[config.mk]
export PLATFORM = sky130hd
export DESIGN_NAME = apb_requester
export DESIGN_NICKNAME = d
export VERILOG_FILES = /design/src/rtl/apb_requester.sv
export SDC_FILE = /design/constraint.sdc
export NUM_CORES = 1
export LEC_CHECK = 0
export CORE_AREA = 2 2 169 138
export CTS_BUF_LIST = sky130_fd_sc_hd__clkbuf_2
export CTS_CLUSTER_DIAMETER = 30
export CTS_CLUSTER_SIZE = 8
export DETAILED_ROUTE_END_ITERATION = 8
export DIE_AREA = 0 0 171 140
export GPL_ROUTABILITY_DRIVEN = 0
export PLACE_DENSITY = 0.54
export SYNTH_ARGS = -nofsm -noshare
export SYNTH_HDL_FRONTEND = slang
export SYNTH_SLANG_ARGS = --single-unit
[constraint.sdc]
create_clock -name clock -period 3.5 [get_ports clock]
set_input_delay 0.35 -clock clock [delete_from_list [all_inputs] [get_ports clock]]
set_output_delay 0.35 -clock clock [all_outputs]
set_load 0.02 [all_outputs]
[src/rtl/apb_requester.sv]
// APB requester: turns a valid/ready request into one APB transfer and returns
// the completer's data and error status through a valid/ready response channel.
module apb_requester #(
    parameter int unsigned TIMEOUT = 255
) (
    input  logic        clock,
    input  logic        reset,
    input  logic        req_valid,
    output logic        req_ready,
    input  logic [31:0] req_addr,
    input  logic [31:0] req_wdata,
    input  logic        req_write,
    input  logic [3:0]  req_wstrb,
    input  logic [2:0]  req_prot,
    output logic        rsp_valid,
    input  logic        rsp_ready,
    output logic [31:0] rsp_rdata,
    output logic        rsp_err,
    output logic [31:0] out_paddr,
    output logic [31:0] out_pwdata,
    output logic        out_psel,
    output logic        out_penable,
    output logic        out_pwrite,
    output logic [2:0]  out_pprot,
    output logic [3:0]  out_pstrb,
    input  logic        in_pready,
    input  logic        in_pslverr,
    input  logic [31:0] in_prdata
);

    typedef enum logic [1:0] {IDLE, SETUP, ACCESS, RESP} state_t;

    state_t      state_q;
    logic [31:0] wait_q;
    logic [31:0] wait_d;
    logic [31:0] addr_q;
    logic [31:0] wdata_q;
    logic        write_q;
    logic [3:0]  strb_q;
    logic [2:0]  prot_q;
    logic [31:0] rdata_q;
    logic        err_q;
    logic        req_ready_q;
    logic        psel_q;
    logic        penable_q;
    logic        rsp_valid_q;
    logic        timeout_hit;

    // The timeout fires on the stalled ACCESS cycle that brings the count to TIMEOUT.
    assign wait_d      = wait_q + 32'd1;
    assign timeout_hit = (TIMEOUT != 32'd0) && (wait_d == TIMEOUT);

    always_ff @(posedge clock or negedge reset) begin
        if (!reset) begin
            state_q     <= IDLE;
            wait_q      <= '0;
            addr_q      <= '0;
            wdata_q     <= '0;
            write_q     <= 1'b0;
            strb_q      <= '0;
            prot_q      <= '0;
            rdata_q     <= '0;
            err_q       <= 1'b0;
            req_ready_q <= 1'b0;
            psel_q      <= 1'b0;
            penable_q   <= 1'b0;
            rsp_valid_q <= 1'b0;
        end else begin
            case (state_q)
                IDLE: begin
                    if (req_valid && req_ready_q) begin
                        addr_q      <= req_addr;
                        wdata_q     <= req_wdata;
                        write_q     <= req_write;
                        strb_q      <= req_write ? req_wstrb : 4'b0000;
                        prot_q      <= req_prot;
                        req_ready_q <= 1'b0;
                        psel_q      <= 1'b1;
                        state_q     <= SETUP;
                    end else begin
                        req_ready_q <= 1'b1;
                    end
                end
                SETUP: begin
                    penable_q <= 1'b1;
                    wait_q    <= '0;
                    state_q   <= ACCESS;
                end
                ACCESS: begin
                    if (in_pready) begin
                        err_q       <= in_pslverr;
                        rdata_q     <= write_q ? 32'd0 : in_prdata;
                        psel_q      <= 1'b0;
                        penable_q   <= 1'b0;
                        rsp_valid_q <= 1'b1;
                        state_q     <= RESP;
                    end else if (timeout_hit) begin
                        wait_q      <= wait_d;
                        err_q       <= 1'b1;
                        rdata_q     <= '0;
                        psel_q      <= 1'b0;
                        penable_q   <= 1'b0;
                        rsp_valid_q <= 1'b1;
                        state_q     <= RESP;
                    end else begin
                        wait_q <= wait_d;
                    end
                end
                RESP: begin
                    if (rsp_ready) begin
                        rsp_valid_q <= 1'b0;
                        req_ready_q <= 1'b1;
                        state_q     <= IDLE;
                    end
                end
                default: begin
                    state_q <= IDLE;
                end
            endcase
        end
    end

    assign req_ready   = req_ready_q;
    assign rsp_valid   = rsp_valid_q;
    assign rsp_rdata   = rdata_q;
    assign rsp_err     = err_q;
    assign out_psel    = psel_q;
    assign out_penable = penable_q;
    assign out_paddr   = addr_q;
    assign out_pwdata  = wdata_q;
    assign out_pwrite  = write_q;
    assign out_pprot   = prot_q;
    assign out_pstrb   = strb_q;

endmodule

==> run_summary.xml, run 1 <==
<?xml version="1.0" encoding="UTF-8"?>
<metrics>
  <group name="status">
    <metric name="outcome" unit="">completed</metric>
  </group>
  <group name="setup_path">
    <metric name="worstPathBufferInverterCount" unit="">1</metric>
    <metric name="cpMaxStageDelayCell" unit="">or4_1</metric>
    <metric name="critical_path.top_delay_family" unit="">simple AND/OR/NAND/NOR gates</metric>
    <metric name="cp_max_fo" unit="">8</metric>
    <metric name="start_kind" unit="">flip-flop</metric>
    <metric name="path_cells" unit="">nand4_1, or4_1, o22ai_1, o221ai_1, or4_4, nor4_4, buf_4, o21a_1, mux2_1</metric>
    <metric name="worst_path_required" unit="ns">4.15</metric>
    <metric name="setup.worst_path.end_class" unit="">flip-flop</metric>
    <metric name="crit_arrival" unit="ns">3.96</metric>
    <metric name="critical-path-max-stage-delay" unit="ns">0.64</metric>
    <metric name="start_to_end_type_of_the_worst_setup_path" unit="">flip-flop to flip-flop</metric>
  </group>
  <group name="timing">
    <metric name="final_setup_vio_count" unit="">0</metric>
    <metric name="tns" unit="ns">0</metric>
    <metric name="report.final.hold_viol_count" unit="">0</metric>
    <metric name="timing.final.max_slew_violations" unit="">0</metric>
    <metric name="maxClockFrequency" unit="GHz">0.302</metric>
    <metric name="worst_slew_pin_slew" unit="ns">1.11</metric>
    <metric name="slew_headroom" unit="">0.260</metric>
    <metric name="final_min_period_over_clock_period" unit="">0.946</metric>
    <metric name="period_minus_slack" unit="ns">3.31</metric>
    <metric name="fin_skew" unit="ns">0.0465</metric>
  </group>
  <group name="routing">
    <metric name="first_iter_violations" unit="">468</metric>
    <metric name="wirelength" unit="microns">18800</metric>
    <metric name="number_of_optimization_iterations_in_the_first_detailed_route_pass" unit="">5</metric>
    <metric name="drt-vias-per-instance" unit="">4.98</metric>
    <metric name="drc" unit="">0</metric>
    <metric name="avgRoutedWirePerCell" unit="microns">16.8</metric>
    <metric name="route.vias.total" unit="">5576</metric>
    <metric name="postRouteAntennaNets" unit="">0</metric>
  </group>
  <group name="power_and_ir_drop">
    <metric name="vdd_ir_drop_max" unit="uV">414</metric>
    <metric name="finalPower" unit="uW">7130</metric>
    <metric name="power_per_cell_area" unit="nW/um^2">760</metric>
    <metric name="power_leakage" unit="uW">0.00390</metric>
  </group>
  <group name="placement">
    <metric name="io_buffers" unit="">218</metric>
    <metric name="dpl.hpwl" unit="microns">13000</metric>
    <metric name="numPlacedInstances" unit="">1084</metric>
    <metric name="post_dp_cell_area" unit="sq um">9130</metric>
  </group>
  <group name="logic_synthesis">
    <metric name="synthAdderAreaFrac" unit="">0.0114</metric>
    <metric name="synth_fp_nets" unit="">697</metric>
    <metric name="synth_area" unit="sq um">6590</metric>
    <metric name="synth-seq-area-share" unit="">0.543</metric>
    <metric name="postSynth.asyncResetShare" unit="">1.00</metric>
    <metric name="synth-xor-area-share" unit="">0.00930</metric>
    <metric name="postSynthAreaPerCell" unit="sq um">11.3</metric>
    <metric name="synth_edf_count" unit="">0</metric>
    <metric name="yosysUniqueCellTypes" unit="">59</metric>
    <metric name="post_synthesis_simple_gate_area_fraction" unit="">0.139</metric>
    <metric name="postSynth.topFlopCell" unit="">dfrtp_1</metric>
    <metric name="synth_cells" unit="">581</metric>
    <metric name="synth.mux.area_fraction" unit="">0.121</metric>
    <metric name="yosysWarnings" unit="">0</metric>
    <metric name="main_combinational_cell_family_by_area_after_synthesis" unit="">compound AO/OA/AOI/OAI gates</metric>
    <metric name="area_fraction_in_compound_gates_after_synthesis" unit="">0.142</metric>
    <metric name="postSynthRegisterBits" unit="">143</metric>
  </group>
  <group name="job">
    <metric name="maxCapViolCount" unit="">0</metric>
  </group>
  <group name="layout">
    <metric name="areaGrowthSynthToFinish" unit="%">42.4</metric>
    <metric name="layout-drive-gt1-share" unit="">0.167</metric>
    <metric name="multiInputGateArea" unit="sq um">2820</metric>
    <metric name="regArea" unit="sq um">3580</metric>
    <metric name="fin_util" unit="">0.423</metric>
    <metric name="postLayoutCellArea" unit="sq um">9390</metric>
    <metric name="fillCellCount" unit="">2148</metric>
    <metric name="post_layout_nonfiller_instances" unit="">1120</metric>
    <metric name="num-nets-final" unit="">917</metric>
  </group>
  <group name="floorplan">
    <metric name="floorplan.io_pins" unit="">219</metric>
    <metric name="num_rows" unit="">49</metric>
    <metric name="y_dimension_of_the_die" unit="microns">140</metric>
    <metric name="start_util" unit="">0.297</metric>
    <metric name="area_of_the_die" unit="sq um">23900</metric>
    <metric name="die_w" unit="microns">171</metric>
    <metric name="placeableCoreArea" unit="sq um">22200</metric>
  </group>
  <group name="global_routing">
    <metric name="grt_pass1_wl" unit="microns">30000</metric>
    <metric name="global_route_overflow" unit="">0</metric>
    <metric name="number_of_antenna_violations_at_the_first_check_in_global_routing" unit="">1</metric>
    <metric name="grt_pass1_vias" unit="">5661</metric>
    <metric name="grt_max_degree" unit="">118</metric>
    <metric name="groute.usage.overall" unit="">0.158</metric>
  </group>
  <group name="clock_network">
    <metric name="clock_insertion_delay_worst_skew" unit="ns">0.74</metric>
    <metric name="clock-sinks" unit="">143</metric>
    <metric name="cell_at_the_root_of_the_clock_tree" unit="">clkbuf_2</metric>
    <metric name="clkTransAtPathRegs" unit="ns">0.21</metric>
    <metric name="clock_tree_from_tritoncts" unit="">built</metric>
    <metric name="clockBufferDepth" unit="">2</metric>
    <metric name="cts_made_buffers" unit="">17</metric>
    <metric name="total_number_of_h_tree_levels" unit="">4</metric>
  </group>
  <group name="worst_hold_path">
    <metric name="hold_path_class" unit="">input port to flip-flop</metric>
  </group>
</metrics>
-- repair_timing --
action,4_1_cts,5_1_grt
endpoints found under the setup margin,0,34
gates resized for setup,0,2
endpoints found under the hold margin,115,0
setup buffers,0,2
hold buffers,1,0
-- worst paths after layout --
kind	depth (start not counted)	startpoint	slack, ns	end
min in group asynchronous	2	reset	0.25	out_pwdata[11]
max	9	wait_q[3]	0.19	state_q[1]
min reg2reg	2	out_pstrb[3]	0.51	out_pstrb[3]
min	3	req_wstrb[2]	0.17	out_pstrb[2]
max in group asynchronous	3	reset	2.21	out_pstrb[0]
max reg2reg	9	wait_q[3]	0.19	state_q[1]
-- Yosys cell counts (4+ instances only) --
library cell,count,area [sq um]
nand3_1,18,90.1
a31oi_1,7,43.8
and2_1,6,37.5
buf_6,4,45.0
dfrtp_1,143,3580
buf_1,6,22.5
nor3_1,7,35.0
nand2_1,40,150
nand4_1,9,56.3
inv_1,11,41.3
o31ai_1,6,45.0
o41ai_1,6,52.6
nor3b_1,4,30.0
o22ai_1,4,25.0
xor2_1,4,35.0
and3_1,11,68.8
clkbuf_1,21,78.8
a21oi_1,14,70.1
mux2_2,69,777
ha_1,6,75.1
buf_2,6,30.0
o21ai_0,47,235
nor4_1,9,56.3
a22o_1,32,280
nor2_1,38,143
-- flip-flops by register name (all words and copies together) (netlist names) --
signal       flops
out_paddr       32
out_pwdata      32
rsp_rdata       32
wait_q          32
out_pstrb        4
out_pprot        3
state_q          2
out_penable      1
out_psel         1
out_pwrite       1
req_ready        1
rsp_err          1
rsp_valid        1
-- worst reg2reg max path, delay by kind of cell (launching register included) --
kind	cells	cell delay (ns)
AND/OR/NAND/NOR	4	1.77
flip-flops	1	0.54
AO/OA/AOI/OAI	3	0.43
multiplexers	1	0.32
buffers and inverters	1	0.19
-- per-stage QoR --
stage | setup WS [ns] | hold slack, ns
finish | 0.187 | 0.166
CTS | 0.0978 | 0.0415
detailed placement | 0.148 | 0.478
floorplan | 0.422 | 0.0544
global placement | 0.279 | 0.466
global route | -0.00422 | 0.0354
-- layout by cell type, fill, tap and decap left out, types with 5 or more instances in the layout --
cell	count
nand4_1	9
mux2_2	69
nor4_1	9
o31ai_1	6
o41ai_1	6
nand2_1	40
clkdlybuf4s50_1	217
and3_1	11
a22o_1	32
inv_1	11
nor2_1	37
a31oi_1	7
clkinv_2	5
and2_1	6
dfrtp_1	142
nor3_1	7
nand3_1	17
ha_1	6
o21ai_0	47
clkbuf_2	18
buf_4	18
a21oi_1	14
-- cells by family after synthesis --
| kind of cell | after synthesis |
|---|---|
| AO/OA/AOI/OAI | 135 |
| AND/OR/NAND/NOR | 170 |
| multiplexers | 71 |
| adder cells (fa/ha/maj) | 6 |
| buffers and inverters | 49 |
| flip-flops | 143 |
| XOR/XNOR | 7 |
-- final cells by class --
class	instances	share of cell area
sequential	143	0.381
antenna	1	0.000267
clock inverter	13	0.0132
tap	306	0.0408
inverter	11	0.00440
timing repair buffer	238	0.250
clock buffer	18	0.00960
multi-input combinational	390	0.300
-- layer usage --
| layer | GRT usage | routed length [microns] | vias to the layer above |
|---|---|---|---|
| li1 | - | - | 2565 |
| met1 | 0.206 | 8030 | 2738 |
| met2 | 0.237 | 8560 | 256 |
| met3 | 0.0670 | 1930 | 17 |
| met4 | 0.0522 | 286 | 0 |
| met5 | 0 | 0 | - |
-- report_power, final --
group	internal, uW	switching (uW)
registers	2290	376
clock network	315	604
logic	1820	1730
No activity file was read; power rests on OpenSTA's default activity.
==> run 2, diff against run 1 <==
CORE_AREA = 2 2 108 215   (was 2 2 169 138)
DIE_AREA = 0 0 110 217   (was 0 0 171 140)
==> run_summary.xml, run 2 (synthesized netlist as in run 1, its figures left out) <==
<?xml version="1.0" encoding="UTF-8"?>
<metrics>
  <group name="layout">
    <metric name="post_layout_nonfiller_instances" unit="">1091</metric>
    <metric name="most_common_library_cell_in_the_layout_ignoring_fill_and_taps" unit="">clkdlybuf4s50_1</metric>
    <metric name="postLayoutCellArea" unit="sq um">9380</metric>
    <metric name="num-nets-final" unit="">916</metric>
    <metric name="fin_util" unit="">0.420</metric>
    <metric name="areaGrowthSynthToFinish" unit="%">42.4</metric>
    <metric name="top_library_cells_by_usage_in_the_layout_fill_and_taps_aside" unit="">clkdlybuf4s50_1 (217), dfrtp_1 (143), mux2_2 (69)</metric>
    <metric name="fillCellCount" unit="">2163</metric>
    <metric name="layout-drive-gt1-share" unit="">0.165</metric>
    <metric name="regArea" unit="sq um">3580</metric>
    <metric name="multiInputGateArea" unit="sq um">2820</metric>
  </group>
  <group name="routing">
    <metric name="wirelength" unit="microns">18500</metric>
    <metric name="route.vias.total" unit="">5491</metric>
    <metric name="number_of_optimization_iterations_in_the_first_detailed_route_pass" unit="">5</metric>
    <metric name="postRouteAntennaNets" unit="">0</metric>
    <metric name="drc" unit="">0</metric>
    <metric name="first_iter_violations" unit="">307</metric>
    <metric name="avgRoutedWirePerCell" unit="microns">17.0</metric>
    <metric name="drt-vias-per-instance" unit="">5.03</metric>
  </group>
  <group name="clock_network">
    <metric name="total_number_of_h_tree_levels" unit="">4</metric>
    <metric name="clock-sinks" unit="">143</metric>
    <metric name="clkTransAtPathRegs" unit="ns">0.22</metric>
    <metric name="cell_at_the_root_of_the_clock_tree" unit="">clkbuf_2</metric>
    <metric name="cts_made_buffers" unit="">17</metric>
    <metric name="clock_tree_from_tritoncts" unit="">built</metric>
    <metric name="clockBufferDepth" unit="">2</metric>
    <metric name="clock_insertion_delay_worst_skew" unit="ns">0.73</metric>
  </group>
  <group name="timing">
    <metric name="period_minus_slack" unit="ns">3.28</metric>
    <metric name="timing.final.max_slew_violations" unit="">0</metric>
    <metric name="report.final.hold_viol_count" unit="">0</metric>
    <metric name="fin_skew" unit="ns">0.0332</metric>
    <metric name="tns" unit="ns">0</metric>
    <metric name="final_setup_vio_count" unit="">0</metric>
    <metric name="worst_slew_pin_slew" unit="ns">0.826</metric>
    <metric name="rsz_0062_raised_after_global_routing" unit="">no</metric>
    <metric name="final_min_period_over_clock_period" unit="">0.938</metric>
    <metric name="maxClockFrequency" unit="GHz">0.305</metric>
    <metric name="slew_headroom" unit="">0.449</metric>
  </group>
  <group name="global_routing">
    <metric name="global_route_overflow" unit="">0</metric>
    <metric name="grt_pass1_vias" unit="">5539</metric>
    <metric name="number_of_antenna_violations_at_the_first_check_in_global_routing" unit="">1</metric>
    <metric name="groute.usage.overall" unit="">0.156</metric>
    <metric name="grt_max_degree" unit="">88</metric>
    <metric name="grt_pass1_wl" unit="microns">29000</metric>
  </group>
  <group name="worst_hold_path">
    <metric name="timing.hold.worst_path_depth" unit="">3</metric>
    <metric name="hold_path_class" unit="">input port to flip-flop</metric>
    <metric name="hold_path_end" unit="">out_pstrb[0]</metric>
    <metric name="worst_hold_path_startpoint" unit="">req_wstrb[0]</metric>
  </group>
  <group name="setup_path">
    <metric name="start_kind" unit="">flip-flop</metric>
    <metric name="r2r_start" unit="">wait_q[8]</metric>
    <metric name="critical_path.reg2reg.endpoint" unit="">state_q[1]</metric>
    <metric name="worst_path_required" unit="ns">4.14</metric>
    <metric name="r2r.worst_path.cells" unit="">10</metric>
    <metric name="cp_max_fo" unit="">8</metric>
    <metric name="crit_arrival" unit="ns">3.93</metric>
    <metric name="setup.worst_path.end_class" unit="">flip-flop</metric>
    <metric name="worst-r2r-setup-slack" unit="ns">0.22</metric>
    <metric name="start_to_end_type_of_the_worst_setup_path" unit="">flip-flop to flip-flop</metric>
  </group>
  <group name="floorplan">
    <metric name="placeableCoreArea" unit="sq um">22300</metric>
    <metric name="start_util" unit="">0.295</metric>
    <metric name="num_rows" unit="">78</metric>
    <metric name="y_dimension_of_the_die" unit="microns">217</metric>
    <metric name="area_of_the_die" unit="sq um">23900</metric>
    <metric name="die_w" unit="microns">110</metric>
    <metric name="floorplan.io_pins" unit="">219</metric>
  </group>
  <group name="status">
    <metric name="outcome" unit="">completed</metric>
  </group>
  <group name="power_and_ir_drop">
    <metric name="power_leakage" unit="uW">0.00391</metric>
    <metric name="power_per_cell_area" unit="nW/um^2">768</metric>
    <metric name="vdd_ir_drop_max" unit="uV">438</metric>
  </group>
  <group name="placement">
    <metric name="post_dp_cell_area" unit="sq um">9110</metric>
    <metric name="numPlacedInstances" unit="">1058</metric>
    <metric name="dpl.hpwl" unit="microns">12800</metric>
    <metric name="io_buffers" unit="">218</metric>
  </group>
  <group name="job">
    <metric name="maxCapViolCount" unit="">0</metric>
  </group>
</metrics>
-- run 2: cell types whose count changed in the layout (fill, tap and decap cells not counted), sizes merged --
cell / delta
inv: +1
bufinv: +1
clkinvlp: -1
clkbuf: +1
clkinv: -4
buf: -1
-- run 2: where the power goes --
part / internal [uW] / switching [uW]
clock network: 393 / 602
logic: 1820 / 1740
registers: 2290 / 365
-- run 2: area by class of cell --
type	instances	share of cell area
tap	280	0.0373
clock buffer	19	0.0101
inverter	11	0.00440
timing repair buffer	237	0.251
antenna	1	0.000267
multi-input combinational	390	0.301
sequential	143	0.381
clock inverter	10	0.0149
-- run 2: worst max path at each step --
| stage | end | slack, ns | start | cells after the start |
|---|---|---|---|---|
| floorplan | state_q[1] | 0.42 | wait_q[0] | 10 |
| global placement | rsp_rdata[25] | 0.24 | wait_q[0] | 9 |
| detailed placement | rsp_rdata[26] | 0.12 | wait_q[0] | 9 |
| CTS | rsp_rdata[10] | 0.09 | wait_q[0] | 9 |
| global route | state_q[1] | 0.02 | wait_q[3] | 9 |
| finish | state_q[1] | 0.22 | wait_q[8] | 10 |
-- run 2: critical path, cell delays in order, from the launching register on --
cell and delay [ns]:
dfrtp_1 0.48, nand4_2 0.24, buf_4 0.24, or4_1 0.55, o22ai_1 0.14, o221ai_1 0.13
or4_4 0.45, nor4_4 0.25, buf_4 0.22, o21a_1 0.17, mux2_1 0.33
-- run 2: repair_timing --
item | in CTS | in global routing
setup buffers | 0 | 1
gates resized for setup | 0 | 1
endpoints found under the setup margin | 0 | 34
endpoints found under the hold margin | 86 | 0
hold buffers | 1 | 0
-- run 2: stage by stage --
| stage | total power [uW] | hold slack, ns | setup WS, ns |
|---|---|---|---|
| after CTS | 7300 | 0.0417 | 0.0894 |
| after detailed placement | 6260 | 0.475 | 0.117 |
| final | 7210 | 0.154 | 0.218 |
| after global routing | 7670 | 0.0862 | 0.0211 |
| after global placement | 6210 | 0.463 | 0.237 |
| after floorplan | 4500 | 0.0544 | 0.422 |
-- run 2: routing by layer --
metal | GRT usage | share of wire | wire length (microns)
met2 | 0.235 | 0.46 | 8510
met1 | 0.200 | 0.43 | 7920
met5 | 0 | 0 | 0
met3 | 0.0671 | 0.098 | 1810
met4 | 0.0502 | 0.015 | 269
